**config.mk**
```make
export PLATFORM = sky130hd
export DESIGN_NAME = mc_ctrl
export DESIGN_NICKNAME = d
export VERILOG_FILES = /design/src/rtl/mc_ctrl_pkg.sv /design/src/rtl/mc_ctrl_outdec.sv /design/src/rtl/mc_ctrl.sv
export SDC_FILE = /design/constraint.sdc
export NUM_CORES = 1
export LEC_CHECK = 0
export ABC_CLOCK_PERIOD_IN_PS = 2100
export CORE_UTILIZATION = 45
export DETAILED_ROUTE_END_ITERATION = 6
export GPL_ROUTABILITY_DRIVEN = 0
export MAX_ROUTING_LAYER = met4
export PLACE_DENSITY = 0.75
export RECOVER_POWER = 50
export SLEW_MARGIN = 15
export SYNTH_ARGS = -nofsm -noshare
export SYNTH_HDL_FRONTEND = slang
export SYNTH_HIERARCHICAL = 1
export SYNTH_SLANG_ARGS = --single-unit
export TNS_END_PERCENT = 100
```
**constraint.sdc**
```tcl
create_clock -name clk -period 2.1 [get_ports clk]
set_input_delay 0.42 -clock clk [delete_from_list [all_inputs] [get_ports clk]]
set_output_delay 0.42 -clock clk [all_outputs]
set_load 0.03 [all_outputs]
```
**src/rtl/mc_ctrl_pkg.sv**
```systemverilog
// Shared types and encodings for the multicycle controller: state set,
// opcodes, mux select codes and the packed control-strobe bundle.
package mc_ctrl_pkg;

    typedef enum logic [3:0] {
        ST_FETCH,
        ST_DECODE,
        ST_MEM_ADDR,
        ST_MEM_RD,
        ST_MEM_WB,
        ST_MEM_WR,
        ST_EXEC_R,
        ST_R_WB,
        ST_EXEC_I,
        ST_I_WB,
        ST_BRANCH,
        ST_JUMP,
        ST_EXCEPT
    } state_t;

    localparam logic [5:0] OP_R    = 6'h00;
    localparam logic [5:0] OP_ADDI = 6'h08;
    localparam logic [5:0] OP_LW   = 6'h23;
    localparam logic [5:0] OP_SW   = 6'h2B;
    localparam logic [5:0] OP_BEQ  = 6'h04;
    localparam logic [5:0] OP_J    = 6'h02;

    localparam logic [1:0] ALUB_REG     = 2'b00;
    localparam logic [1:0] ALUB_FOUR    = 2'b01;
    localparam logic [1:0] ALUB_IMM     = 2'b10;
    localparam logic [1:0] ALUB_IMM_SH2 = 2'b11;

    localparam logic [1:0] ALUOP_ADD   = 2'b00;
    localparam logic [1:0] ALUOP_SUB   = 2'b01;
    localparam logic [1:0] ALUOP_FUNCT = 2'b10;

    localparam logic [1:0] PCS_ALU    = 2'b00;
    localparam logic [1:0] PCS_ALUOUT = 2'b01;
    localparam logic [1:0] PCS_JUMP   = 2'b10;
    localparam logic [1:0] PCS_EXC    = 2'b11;

    typedef struct packed {
        logic       alu_src_a;
        logic [1:0] alu_src_b;
        logic [1:0] alu_op;
        logic       pc_write;
        logic       pc_write_cond;
        logic       ir_write;
        logic       mem_read;
        logic       mem_write;
        logic       iord;
        logic       reg_write;
        logic       reg_dst;
        logic       mem_to_reg;
        logic       epc_write;
        logic [1:0] pc_source;
        logic       fault;
    } ctrl_t;

    // DECODE dispatch: unknown opcodes trap to EXCEPT
    function automatic state_t dispatch(input logic [5:0] op);
        case (op)
            OP_R:         return ST_EXEC_R;
            OP_ADDI:      return ST_EXEC_I;
            OP_LW, OP_SW: return ST_MEM_ADDR;
            OP_BEQ:       return ST_BRANCH;
            OP_J:         return ST_JUMP;
            default:      return ST_EXCEPT;
        endcase
    endfunction

endpackage

```
**src/rtl/mc_ctrl_outdec.sv**
```systemverilog
// Combinational state -> datapath strobe decode. Only FETCH looks at
// mem_ready, so IR/PC load exactly on the cycle the fetch completes.
module mc_ctrl_outdec
    import mc_ctrl_pkg::*;
(
    input  state_t state,
    input  logic   mem_ready,
    output ctrl_t  ctrl_c
);

    always_comb begin
        ctrl_c = '0;
        case (state)
            ST_FETCH: begin
                ctrl_c.mem_read  = 1'b1;
                ctrl_c.alu_src_b = ALUB_FOUR;
                ctrl_c.alu_op    = ALUOP_ADD;
                ctrl_c.pc_source = PCS_ALU;
                ctrl_c.ir_write  = mem_ready;
                ctrl_c.pc_write  = mem_ready;
            end
            ST_DECODE: begin
                ctrl_c.alu_src_b = ALUB_IMM_SH2;
                ctrl_c.alu_op    = ALUOP_ADD;
            end
            ST_MEM_ADDR, ST_EXEC_I: begin
                ctrl_c.alu_src_a = 1'b1;
                ctrl_c.alu_src_b = ALUB_IMM;
                ctrl_c.alu_op    = ALUOP_ADD;
            end
            ST_MEM_RD: begin
                ctrl_c.mem_read = 1'b1;
                ctrl_c.iord     = 1'b1;
            end
            ST_MEM_WB: begin
                ctrl_c.reg_write  = 1'b1;
                ctrl_c.mem_to_reg = 1'b1;
            end
            ST_MEM_WR: begin
                ctrl_c.mem_write = 1'b1;
                ctrl_c.iord      = 1'b1;
            end
            ST_EXEC_R: begin
                ctrl_c.alu_src_a = 1'b1;
                ctrl_c.alu_src_b = ALUB_REG;
                ctrl_c.alu_op    = ALUOP_FUNCT;
            end
            ST_R_WB: begin
                ctrl_c.reg_write = 1'b1;
                ctrl_c.reg_dst   = 1'b1;
            end
            ST_I_WB: begin
                ctrl_c.reg_write = 1'b1;
            end
            ST_BRANCH: begin
                ctrl_c.alu_src_a     = 1'b1;
                ctrl_c.alu_src_b     = ALUB_REG;
                ctrl_c.alu_op        = ALUOP_SUB;
                ctrl_c.pc_write_cond = 1'b1;
                ctrl_c.pc_source     = PCS_ALUOUT;
            end
            ST_JUMP: begin
                ctrl_c.pc_write  = 1'b1;
                ctrl_c.pc_source = PCS_JUMP;
            end
            ST_EXCEPT: begin
                ctrl_c.epc_write = 1'b1;
                ctrl_c.pc_write  = 1'b1;
                ctrl_c.pc_source = PCS_EXC;
                ctrl_c.fault     = 1'b1;
            end
            default: ;
        endcase
    end

endmodule

```
**src/rtl/mc_ctrl.sv**
```systemverilog
// Multicycle CPU control unit: state register, memory wait/timeout counter,
// and strobe decode via mc_ctrl_outdec.
module mc_ctrl
    import mc_ctrl_pkg::*;
#(
    parameter int unsigned TIMEOUT = 16
)
(
    input  logic       clk,
    input  logic       reset_n,
    input  logic [5:0] opcode,
    input  logic       zero,
    input  logic       mem_ready,
    output logic       alu_src_a,
    output logic [1:0] alu_src_b,
    output logic [1:0] alu_op,
    output logic       pc_write,
    output logic       pc_write_cond,
    output logic       ir_write,
    output logic       mem_read,
    output logic       mem_write,
    output logic       iord,
    output logic       reg_write,
    output logic       reg_dst,
    output logic       mem_to_reg,
    output logic       epc_write,
    output logic [1:0] pc_source,
    output logic       fault
);

    localparam int unsigned CNT_W = (TIMEOUT > 1) ? $clog2(TIMEOUT) : 1;

    state_t           state;
    logic [CNT_W-1:0] cnt;
    logic             at_limit;
    ctrl_t            dec_c;
    ctrl_t            ctrl;

    // zero is qualified against pc_write_cond in the datapath, not here
    logic unused_zero;
    assign unused_zero = zero;

    assign at_limit = (cnt == CNT_W'(TIMEOUT - 1));

    // Counter defaults to 0 so it is clear on every state entry; it only
    // advances while stalled in FETCH/MEM_RD/MEM_WR. mem_ready beats timeout.
    always_ff @(posedge clk or negedge reset_n) begin
        if (!reset_n) begin
            state <= ST_FETCH;
            cnt   <= '0;
        end else begin
            cnt <= '0;
            case (state)
                ST_FETCH: begin
                    if (mem_ready)     state <= ST_DECODE;
                    else if (at_limit) state <= ST_EXCEPT;
                    else               cnt   <= cnt + CNT_W'(1);
                end
                ST_DECODE:   state <= dispatch(opcode);
                ST_MEM_ADDR: state <= (opcode == OP_LW) ? ST_MEM_RD : ST_MEM_WR;
                ST_MEM_RD: begin
                    if (mem_ready)     state <= ST_MEM_WB;
                    else if (at_limit) state <= ST_EXCEPT;
                    else               cnt   <= cnt + CNT_W'(1);
                end
                ST_MEM_WR: begin
                    if (mem_ready)     state <= ST_FETCH;
                    else if (at_limit) state <= ST_EXCEPT;
                    else               cnt   <= cnt + CNT_W'(1);
                end
                ST_EXEC_R: state <= ST_R_WB;
                ST_EXEC_I: state <= ST_I_WB;
                default:   state <= ST_FETCH;
            endcase
        end
    end

    mc_ctrl_outdec u_outdec (
        .state     (state),
        .mem_ready (mem_ready),
        .ctrl_c    (dec_c)
    );

    // Strobes are held off while reset is asserted, so an in-flight write
    // is dropped immediately rather than at the next clock.
    assign ctrl = reset_n ? dec_c : '0;

    assign alu_src_a     = ctrl.alu_src_a;
    assign alu_src_b     = ctrl.alu_src_b;
    assign alu_op        = ctrl.alu_op;
    assign pc_write      = ctrl.pc_write;
    assign pc_write_cond = ctrl.pc_write_cond;
    assign ir_write      = ctrl.ir_write;
    assign mem_read      = ctrl.mem_read;
    assign mem_write     = ctrl.mem_write;
    assign iord          = ctrl.iord;
    assign reg_write     = ctrl.reg_write;
    assign reg_dst       = ctrl.reg_dst;
    assign mem_to_reg    = ctrl.mem_to_reg;
    assign epc_write     = ctrl.epc_write;
    assign pc_source     = ctrl.pc_source;
    assign fault         = ctrl.fault;

endmodule

```
# After elaboration in Yosys (flattened, before gate mapping)
# Cells that the tools add are included.
# W data, S select, Z words.
# word_totals
reg_bits	8
input_bits	10
output_inout_bits	18
word_cells	55
# classes
n_addsub	1
n_eq_ne	18
n_mux	24
reduce_logical	10
# ops
op	count
$pmux W4 S5	2
$mux W4	7
$pmux W4 S7	1
$eq A4 B4 Y1 const B	6
$mux W18	1
$eq A4 B3 Y1 const B	4
$eq A6 B6 Y1 const B	2
$mux W1	10
$reduce_or A2 Y1	5
$eq A4 B2 Y1 const B	2
$eq A6 B2 Y1 const B	1
$eq A6 B3 Y1 const B	1
$eq A6 B4 Y1 const B	1
$logic_not A6 Y1	1
$pmux W2 S3	1
$reduce_or A3 Y1	2
$add A4 B1 Y4 const B	1
$eq A4 B1 Y1 const B	1
$logic_not A4 Y1	1
$reduce_or A4 Y1	1
$mux W3	1
$pmux W1 S2	1

# Longest topological paths before layout
# depth
ltp_word	4
ltp_mapped	5
depth_no_buf	5

# Hierarchy
# The synthesis kept the hierarchy.
# by_module_without_submodules
module	n_inst	cells_per_inst	area_each_um2	seq_area_each_um2
mc_ctrl	1	88	729.4	200.2
mc_ctrl_outdec	1	36	249.0	0.0

# Worst setup path after synthesis
# OpenSTA, ideal clock, no wires.
# synth_timing
path_kind	register -> output
startpoint	register state[3]
endpoint	output port pc_write
arrival_ns	1.255
t_required_ns	1.680
path_slack_ns	0.425
stages_incl_launch_ff	4
n_path_buf	0
cell_sequence	dfrtp_1 -> or3b_4 -> o211ai_2 -> and2_1
# synth_lines
element	line	rtl
from (decl)	mc_ctrl.sv:33	state_t state;
from (signal assigned)	mc_ctrl.sv:59	ST_DECODE: state <= dispatch(opcode);
from (signal assigned)	mc_ctrl.sv:60	ST_MEM_ADDR: state <= (opcode == OP_LW) ? ST_MEM_RD : ST_MEM_WR;
to (decl)	mc_ctrl.sv:17	output logic pc_write,

==> flow_metrics.tcl <==
set metrics [dict create \
    skew_ns 0.00458 \
    cap_violations 0 \
    worst_path_max_delay_cell "dfrtp_1" \
    antenna_found_initial 0 \
    vias 970 \
    path_clk_slew_ns 0.05 \
    finalHoldViolations 0 \
    cpPeakStageDelay_ns 0.42 \
    final_util 0.614 \
    p_switching_mw 0.539 \
    switching_share 0.462 \
    synth_ff_type "dfrtp_1" \
    slew_violations 0 \
    avgSynthCellArea_um2 7.89 \
    final-seq-area_um2 203 \
    tns_ns 0 \
    rsz0062_at_grt "no" \
    synth_warnings 6 \
    timing.slew.headroom 0.677 \
    post-route-period-util 0.943 \
    setup_violations 0 \
    area_delta_synth_final_pct 25.6 \
    io_buffer_count 26 \
    cts.sinks 8 \
    synthArstFlopShare 1.00 \
    r2r-start "state[0]" \
    cp_common_cell "buf_4" \
    cp_max_fo 12 \
    drtIter0Drc 18 \
    synth_top_area_cell "dfrtp_1" \
    netlist_area_um2 978 \
    clock.fmax_mhz 505 \
    p_leak_nw 0.548 \
    grt_max_degree 20 \
    synth_cell_types 43 \
    required_ns 1.68 \
    seq_power_share 0.220 \
    clock_latency_ns 0.25 \
    first_global_vias 862 \
    cp-endpoint "mem_write" \
    crit_arrival_ns 1.56 \
    synth_edf_count 0 \
    synth_nets 135 \
    synth_top_area_frac 0.205 \
    grt_pass1_wl_um 3630 \
    drt-total-wl_um 2050 \
    crit_type "flop to primary output" \
    dieArea_um2 2360 \
    row_count 16 \
    cts-root-buf "clkbuf_4" \
    grt_usage 0.198 \
    dr.pass1.iters 4 \
    start_kind "flop" \
    avgViaCountPerCell 5.42 \
    tightest_slew_ns 0.485 \
    period_minus_slack_ns 1.98 \
    p_comb_frac 0.684 \
    peakVddDrop_uv 508 \
    fill_cells 200 \
    crit_path_start "state[3]" \
    cts.path.max_buffers 2 \
    synth.yosys.seq_area_share 0.205 \
    cp_cell_sequence "buf_4 -> nand2b_1 -> nor3b_1 -> and2_1 -> buf_4" \
    fp.dieH_um 48.6 \
    yosys-top-cells-area "dfrtp_1 20%, and2_1 12%, nor2_1 5.4%" \
    totalPowerFinal_mw 1.17 \
    ant_nets 0 \
    dpl_worst_slack_ns -0.0397 \
    multi_input_comb_area_um2 669 \
    r2r_slack_ns 0.20 \
    core_um2 2000 \
    rr_worst_depth 5 \
    dp_hpwl_um 1640 \
    synth_cells 124 \
    hold_class "flop to flop" \
    remaining_drc_errors 0 \
    p_int_mw 0.628 \
    end_kind "primary output" \
    wl_per_cell_um 11.4 \
    io_pins 28 \
    cts_buffers 3 \
    pwr-share-clk 0.096 \
    power_density_nw_per_um2 950 \
    reg2reg_to "state[3]" \
    synthTopCellsByCount "18 x and2_1, 14 x nor2_1, 8 x dfrtp_1, 6 x inv_1, 6 x nand2_1" \
    initial_core_util 0.489 \
    antennaDiodeCount 0 \
    cts_tree "done" \
    synth.most_common_cell "and2_1" \
    layout-drive-gt1-share 0.243 \
    grt-ovfl-total 0 \
    setup_ws_ns 0.120 \
    htreeDepth 1 \
    postSynthRegisterBits 8 \
    outcome "completed" \
    finalNetCount 165 \
    die_w_um 48.6 \
]
how the worst min path moves through the flow:
stage | startpoint | end | slack (ns) | cells past startpoint
after global placement | cnt[0] | cnt[0] | 0.45 | 1
after detailed placement | cnt[0] | cnt[0] | 0.45 | 1
final | cnt[0] | cnt[0] | 0.46 | 1
after global routing | cnt[0] | cnt[0] | 0.49 | 1
after floorplan | reset_n | cnt[0] | 0.12 | 0
after CTS | cnt[0] | cnt[0] | 0.46 | 1
state kept, by name (all words and copies together) (netlist names):
signal and count:
state 4, cnt 4
cell families after synthesis:
group / Yosys count / share of synthesized area
simple gates: 72 / 0.462
xor+xnor: 5 / 0.0448
flops: 8 / 0.205
buf+inv: 16 / 0.0959
fa+ha+maj: 1 / 0.0128
compound gates: 22 / 0.180
per-stage QoR:
step / hold slack, ns / area, µm² / std cells
finish: 0.464 / 1230 / 179
detailed placement: 0.449 / 1220 / 175
global route: 0.488 / 1230 / 179
CTS: 0.456 / 1240 / 178
global placement: 0.449 / 1220 / 175
floorplan: 0.124 / 978 / 124
metal layers:
layer | routed length [µm] | up-vias | track usage
met1 | 922 | 440 | 0.246
met3 | 101 | 2 | 0.0283
met4 | 18 | 0 | 0.0588
met5 | 0 | - | -
met2 | 1000 | 32 | 0.333
li1 | - | 496 | -
power by group through the flow:
stage	Sequential (mW)	Combinational (mW)	Clock, mW
floorplan	0.236	0.653	0
global placement	0.261	0.796	0
detailed placement	0.262	0.817	0
CTS	0.259	0.822	0.117
global route	0.265	0.886	0.125
finish	0.257	0.799	0.112
placed cells by master (no fill, tap or decap), types with 3 or more instances in the layout:
cell type        netlist  final
clkdlybuf4s50_1        0      7
clkbuf_4               0      3
and2_1                18     17
dfrtp_1                8      6
a21oi_1                3      3
nand2b_1               5      6
inv_1                  6      6
nand4b_1               3      3
buf_4                  4     24
o211ai_1               3      3
xor2_1                 3      3
nand3_1                3      3
nand2_1                6      6
nor2_1                14     14
nor3b_1                5      5
nor3_1                 4      4
critical path, delay by kind of cell, from the launching register on:
| family | cells | cell delay (ns) |
|---|---|---|
| and+or+nand+nor | 3 | 0.54 |
| buffers and inverters | 2 | 0.34 |
| DFF | 1 | 0.42 |
what timing repair did:
action,CTS,global route
resized for setup,2,2
setup buffers,0,1
hold buffers,0,0
pin swaps,0,0
endpoints found under the setup margin,1,2
layout make-up:
type,count,area share
flip-flops and latches,8,0.165
well taps,27,0.0275
clock buffers,3,0.0183
inverters,6,0.0183
repair buffers,35,0.226
multi-input cells,100,0.545
(Power assumes the default switching activity.)
